[src/rtl/reg_cmd_ctrl.sv]
// reg_cmd_ctrl: byte-stream command decoder between a UART and a register file.
// Write frames (0xAA, addr, data) produce one WrEn pulse; read frames
// (0xBB, addr) produce one RdEn pulse, wait a bounded time for RdValid and
// return the read byte on the TX side, or pulse Err on timeout.
//
// state     | meaning
// ----------+-----------------------------------------------
// S_IDLE    | waiting for a command byte, other bytes dropped
// S_WR_ADDR | next byte is the write address
// S_WR_DATA | next byte is the write data
// S_RD_ADDR | next byte is the read address
// S_RD_WAIT | RdEn issued, waiting for RdValid or timeout
// S_TX_SEND | read byte held until the TX side is free
module reg_cmd_ctrl #(
  parameter int WIDTH      = 8,
  parameter int ADDR_WIDTH = 4,
  parameter int RD_TIMEOUT = 4
) (
  input  logic                  CLK,
  input  logic                  RST,
  input  logic [WIDTH-1:0]      RX_P_DATA,
  input  logic                  RX_D_VLD,
  output logic [ADDR_WIDTH-1:0] Address,
  output logic                  WrEn,
  output logic                  RdEn,
  output logic [WIDTH-1:0]      WrData,
  input  logic [WIDTH-1:0]      RdData,
  input  logic                  RdValid,
  output logic [WIDTH-1:0]      TX_P_DATA,
  output logic                  TX_D_VLD,
  input  logic                  TX_Busy,
  output logic                  Busy,
  output logic                  Err
);

  localparam int CW = $clog2(RD_TIMEOUT + 1);
  localparam logic [WIDTH-1:0] CMD_WR = WIDTH'(8'hAA);
  localparam logic [WIDTH-1:0] CMD_RD = WIDTH'(8'hBB);
  localparam logic [CW-1:0]    CNT_LOAD = CW'(RD_TIMEOUT - 1);

  typedef enum logic [2:0] {
    S_IDLE, S_WR_ADDR, S_WR_DATA, S_RD_ADDR, S_RD_WAIT, S_TX_SEND
  } state_t;

  state_t                r_state, w_state_nxt;
  logic [ADDR_WIDTH-1:0] r_addr, w_addr_nxt;
  logic [WIDTH-1:0]      r_wdata, w_wdata_nxt;
  logic [WIDTH-1:0]      r_tx_data, w_tx_data_nxt;
  logic [WIDTH-1:0]      r_rd_byte, w_rd_byte_nxt;
  logic [CW-1:0]         r_cnt, w_cnt_nxt;
  logic                  r_wr_en, w_wr_en_nxt;
  logic                  r_rd_en, w_rd_en_nxt;
  logic                  r_tx_vld, w_tx_vld_nxt;
  logic                  r_err, w_err_nxt;
  logic                  r_busy;

  // state register
  always_ff @(posedge CLK or negedge RST) begin
    if (!RST) r_state <= S_IDLE;
    else      r_state <= w_state_nxt;
  end

  // next-state decode; the field states never abort, any byte is taken as the field
  always_comb begin
    w_state_nxt = r_state;
    case (r_state)
      S_IDLE: begin
        if (RX_D_VLD && RX_P_DATA == CMD_WR)      w_state_nxt = S_WR_ADDR;
        else if (RX_D_VLD && RX_P_DATA == CMD_RD) w_state_nxt = S_RD_ADDR;
      end
      S_WR_ADDR: if (RX_D_VLD) w_state_nxt = S_WR_DATA;
      S_WR_DATA: if (RX_D_VLD) w_state_nxt = S_IDLE;
      S_RD_ADDR: if (RX_D_VLD) w_state_nxt = S_RD_WAIT;
      S_RD_WAIT: begin
        if (RdValid)           w_state_nxt = S_TX_SEND;
        else if (r_cnt == '0)  w_state_nxt = S_IDLE;
      end
      S_TX_SEND: if (!TX_Busy) w_state_nxt = S_IDLE;
      default:   w_state_nxt = S_IDLE;
    endcase
  end

  // next values of the registered outputs and the read-wait down-counter;
  // the counter is loaded with the RdEn edge so terminal count lands RD_TIMEOUT
  // cycles after RdEn
  always_comb begin
    w_addr_nxt    = r_addr;
    w_wdata_nxt   = r_wdata;
    w_tx_data_nxt = r_tx_data;
    w_rd_byte_nxt = r_rd_byte;
    w_cnt_nxt     = r_cnt;
    w_wr_en_nxt   = 1'b0;
    w_rd_en_nxt   = 1'b0;
    w_tx_vld_nxt  = 1'b0;
    w_err_nxt     = 1'b0;
    case (r_state)
      S_WR_ADDR: if (RX_D_VLD) w_addr_nxt = RX_P_DATA[ADDR_WIDTH-1:0];
      S_WR_DATA: begin
        if (RX_D_VLD) begin
          w_wdata_nxt = RX_P_DATA;
          w_wr_en_nxt = 1'b1;
        end
      end
      S_RD_ADDR: begin
        if (RX_D_VLD) begin
          w_addr_nxt  = RX_P_DATA[ADDR_WIDTH-1:0];
          w_rd_en_nxt = 1'b1;
          w_cnt_nxt   = CNT_LOAD;
        end
      end
      S_RD_WAIT: begin
        if (RdValid)          w_rd_byte_nxt = RdData;
        else if (r_cnt == '0) w_err_nxt     = 1'b1;
        else                  w_cnt_nxt     = r_cnt - 1'b1;
      end
      S_TX_SEND: begin
        if (!TX_Busy) begin
          w_tx_data_nxt = r_rd_byte;
          w_tx_vld_nxt  = 1'b1;
        end
      end
      default: ;
    endcase
  end

  // output and datapath registers
  always_ff @(posedge CLK or negedge RST) begin
    if (!RST) begin
      r_addr    <= '0;
      r_wdata   <= '0;
      r_tx_data <= '0;
      r_rd_byte <= '0;
      r_cnt     <= '0;
      r_wr_en   <= 1'b0;
      r_rd_en   <= 1'b0;
      r_tx_vld  <= 1'b0;
      r_err     <= 1'b0;
      r_busy    <= 1'b0;
    end else begin
      r_addr    <= w_addr_nxt;
      r_wdata   <= w_wdata_nxt;
      r_tx_data <= w_tx_data_nxt;
      r_rd_byte <= w_rd_byte_nxt;
      r_cnt     <= w_cnt_nxt;
      r_wr_en   <= w_wr_en_nxt;
      r_rd_en   <= w_rd_en_nxt;
      r_tx_vld  <= w_tx_vld_nxt;
      r_err     <= w_err_nxt;
      r_busy    <= (w_state_nxt != S_IDLE);
    end
  end

  assign Address   = r_addr;
  assign WrData    = r_wdata;
  assign WrEn      = r_wr_en;
  assign RdEn      = r_rd_en;
  assign TX_P_DATA = r_tx_data;
  assign TX_D_VLD  = r_tx_vld;
  assign Err       = r_err;
  assign Busy      = r_busy;

endmodule

[config.mk]
export PLATFORM = sky130hd
export DESIGN_NAME = reg_cmd_ctrl
export DESIGN_NICKNAME = d
export VERILOG_FILES = /design/src/rtl/reg_cmd_ctrl.sv
export SDC_FILE = /design/constraint.sdc
export NUM_CORES = 1
export LEC_CHECK = 0
export CAP_MARGIN = 20
export CORE_MARGIN = 2
export CORE_UTILIZATION = 50
export CTS_CLUSTER_SIZE = 16
export DETAILED_ROUTE_END_ITERATION = 6
export GPL_TIMING_DRIVEN = 0
export PLACE_DENSITY = 0.83
export SYNTH_ARGS = -nofsm -noshare
export SYNTH_HDL_FRONTEND = slang
export SYNTH_SLANG_ARGS = --single-unit
[constraint.sdc]
create_clock -name CLK -period 3.07 [get_ports CLK]
set_input_delay 0.4605 -clock CLK [delete_from_list [all_inputs] [get_ports CLK]]
set_output_delay 0.4605 -clock CLK [all_outputs]
set_load 0.005 [all_outputs]
==> impl_metrics.py <==
metrics = {
    "outcome": {
        "status": "complete, no violations",
    },
    "yosys": {
        "yosys-top-cells-area": "dfrtp_1 (60%), mux2_2 (19%), ha_1 (1.5%), nand2_1 (1.4%), and4b_1 (1.2%)",
        "yosys.cell_types.count": 31,
        "synth_top_area_share_pct": 59.7,
        "synth_largest_area_cell": "dfrtp_1",
        "syn_area_per_cell_um2": 14.0,
        "synth-seq-area-share_pct": 59.7,
        "synthCells": 117,
        "syn-cell-area_um2": 1640,
        "synth_warnings": 0,
        "synth_seq_cells": 39,
        "synth_nets": 140,
    },
    "worst_setup_path": {
        "cp.required_ns": 3.30,
        "cp_max_fo": 9,
        "crit_type": "primary input to flop",
        "crit_arrival_ns": 1.99,
        "critPathCaptureType": "flop",
        "startpoint_type": "primary input",
        "r2r-end": "r_cnt[1]",
        "rrSetupSlack_ns": 1.47,
        "reg2reg_from": "r_state[0]",
        "rr_worst_depth": 4,
    },
    "clocking": {
        "h-tree-depth": 2,
        "cts_buffer_depth": 2,
        "postCtsResizedCells": 0,
        "cts_setup_buffers": 0,
        "cts_tree": "yes",
        "cts-root-buf": "clkbuf_4",
        "hold_buffers": 0,
        "clk_pin_slew_ns": 0.11,
        "cts.sinks": 39,
        "cts_buffers": 5,
        "insertion_delay_ns": 0.35,
    },
    "timing": {
        "fin_crit_sh_pct": 57.3,
        "finalSetupTns_ns": 0,
        "fin_ws_ns": 1.31,
        "slew_headroom_pct": 43.6,
        "fin_hold_ws_ns": 0.210,
        "tightest_slew_ns": 0.846,
        "period_needed_ns": 1.76,
        "setup_violations": 0,
        "rsz0062_at_grt": "no",
        "fmax_mhz": 568,
        "finalClockSkew_ns": 0.0124,
        "slew_viol_final": 0,
        "finalHoldViolCount": 0,
    },
    "global_routing": {
        "track_usage_pct": 19.9,
        "grt_pass1_wl_um": 5210,
        "grt_remaining_overflow": 0,
        "grt_pass1_vias": 1123,
        "use_met3_pct": 8.40,
        "use_met1_pct": 23.7,
        "grt_max_degree": 40,
        "globalRouteMet2Util_pct": 31.8,
        "globalRoute.busiestLayer": "met2",
        "antenna_found_initial": 0,
    },
    "placement": {
        "gp_congestion": 0.770,
        "place_area_um2": 2140,
        "io_buffers": 45,
        "post-dp-hpwl_um": 2340,
        "pre_cts_slack_ns": 0.947,
    },
    "floorplan": {
        "die-width_um": 61.2,
        "initial_utilization_pct": 53.1,
        "fp.dieH_um": 61.2,
        "design.core.area_um2": 3080,
        "io_pins": 46,
        "die_area_um2": 3740,
        "row_count": 20,
    },
    "power_and_ir_drop": {
        "powerDensity_nw_per_um2": 452,
        "p_leak_nw": 1.06,
        "peakVddDrop_v": 0.000404,
    },
    "detailed_routing": {
        "drtAntennaViolNets": 0,
        "vias_per_cell": 5.14,
        "vias": 1099,
        "drc_errors": 0,
        "wl_um": 3120,
        "dr.pass1.iters": 3,
        "wl_per_cell_um": 14.6,
        "dr.first_iter.drc_count": 39,
    },
    "finish": {
        "final_core_util_pct": 72.0,
        "area_growth_pct": 35.6,
        "diodes": 0,
        "drive_above_1_share_pct": 27.6,
        "nNetsFinal": 192,
        "final_cell_area_um2": 2220,
    },
    "flow_run": {
        "cap_violations": 0,
    },
    "min_path": {
        "hold_class": "primary input to asynchronous set/reset pin",
    },
}
==> cell usage in the layout, fill, tap and decap left out <==
cell type / synthesis / layout
o21ai_0: 2 / 2
clkinv_2: 0 / 1
o21a_1: 1 / 1
a21o_1: 1 / 1
and4bb_2: 1 / 1
nor3b_1: 1 / 1
or3_1: 1 / 1
buf_6: 1 / 1
nor2_1: 3 / 3
ha_1: 2 / 2
and4b_1: 2 / 2
o311ai_0: 2 / 2
nor3b_2: 1 / 1
clkdlybuf4s50_1: 0 / 44
dfrtp_1: 39 / 39
nand3_1: 2 / 2
nand4b_1: 1 / 1
a211oi_1: 1 / 1
clkbuf_4: 0 / 5
mux2i_1: 1 / 1
clkinv_4: 0 / 1
inv_1: 3 / 3
and3b_2: 1 / 1
mux2_2: 28 / 28
nand4_1: 2 / 2
nand2b_1: 2 / 2
bufinv_16: 0 / 1
or4b_4: 1 / 1
nand2_1: 6 / 6
buf_2: 4 / 5
o22ai_1: 1 / 1
nor2b_1: 3 / 3
xnor2_1: 1 / 1
or2b_1: 1 / 1
clkbuf_2: 1 / 1
nor4bb_1: 1 / 1
==> cell usage after synthesis <==
library cell  count
nand3_1           2
buf_6             1
mux2_2           28
and3b_2           1
nor2b_1           3
a21o_1            1
xnor2_1           1
nor3b_1           1
ha_1              2
a211oi_1          1
o311ai_0          2
nand4b_1          1
nand2_1           6
inv_1             3
nor2_1            3
o21a_1            1
and4b_1           2
nand2b_1          2
and4bb_2          1
nor4bb_1          1
or4b_4            1
dfrtp_1          39
or2b_1            1
or3_1             1
nand4_1           2
clkbuf_2          1
o21ai_0           2
mux2i_1           1
nor3b_2           1
buf_2             4
o22ai_1           1
==> registers in the layout, indices dropped and copies added, names as in the netlist <==
name,cells
TX_D_VLD,1
TX_P_DATA,8
WrEn,1
r_rd_byte,8
Busy,1
r_cnt,3
WrData,8
Address,4
RdEn,1
Err,1
r_state,3
==> layer usage <==
layer / up-vias / wire length, um
li1: 521 / -
met1: 549 / 1250
met2: 25 / 1660
met3: 4 / 178
met4: 0 / 38
met5: - / 0
==> per-stage QoR <==
stage	total power, mW	cells
3_5_place_dp	0.674	206
6_report	1.00	214
2_1_floorplan	0.585	117
4_1_cts	1.02	214
5_1_grt	1.05	214
3_3_place_gp	0.669	206
==> report_power, final <==
part	leakage, nW	internal (mW)	total [mW]	switching, mW
combinational	0.472	0.0774	0.114	0.0367
clock	0.0452	0.171	0.339	0.168
sequential	0.540	0.536	0.548	0.0119
total	1.06	0.785	1.00	0.216
==> critical path, cell delays in order <==
cell,delay (ns)
clkdlybuf4s50_1,0.55
nor2b_1,0.19
and3b_2,0.19
buf_2,0.23
mux2_2,0.37
==> final cells by class <==
cell class / count / area [um2]
plain buffers: 6 / 36.3
clock buffers: 5 / 37.5
clock inverters: 3 / 43.8
fillers: 245 / 861
inverters: 3 / 11.3
multi-input cells: 69 / 612
flip-flops and latches: 39 / 976
well taps: 44 / 55.1
repair buffers: 45 / 445
==> cell families after synthesis <==
logic type | count (synthesis) | synth area share (%)
DFF | 39 | 59.7
muxes | 29 | 19.9
and+or+nand+nor | 29 | 12.0
buffers and inverters | 9 | 2.91
AOI/OAI and AO/OA | 8 | 3.44
adders and majority gates | 2 | 1.53
xor gates and xnor gates | 1 | 0.536
==> worst max path at each step <==
stage | from | endpoint
floorplan | TX_Busy | TX_P_DATA[0]
global placement | RST | TX_D_VLD
detailed placement | RX_D_VLD | WrData[4]
CTS | RX_D_VLD | WrData[4]
global route | RX_D_VLD | WrData[4]
finish | RX_D_VLD | WrData[4]
No activity file was read; power rests on OpenSTA's default activity.
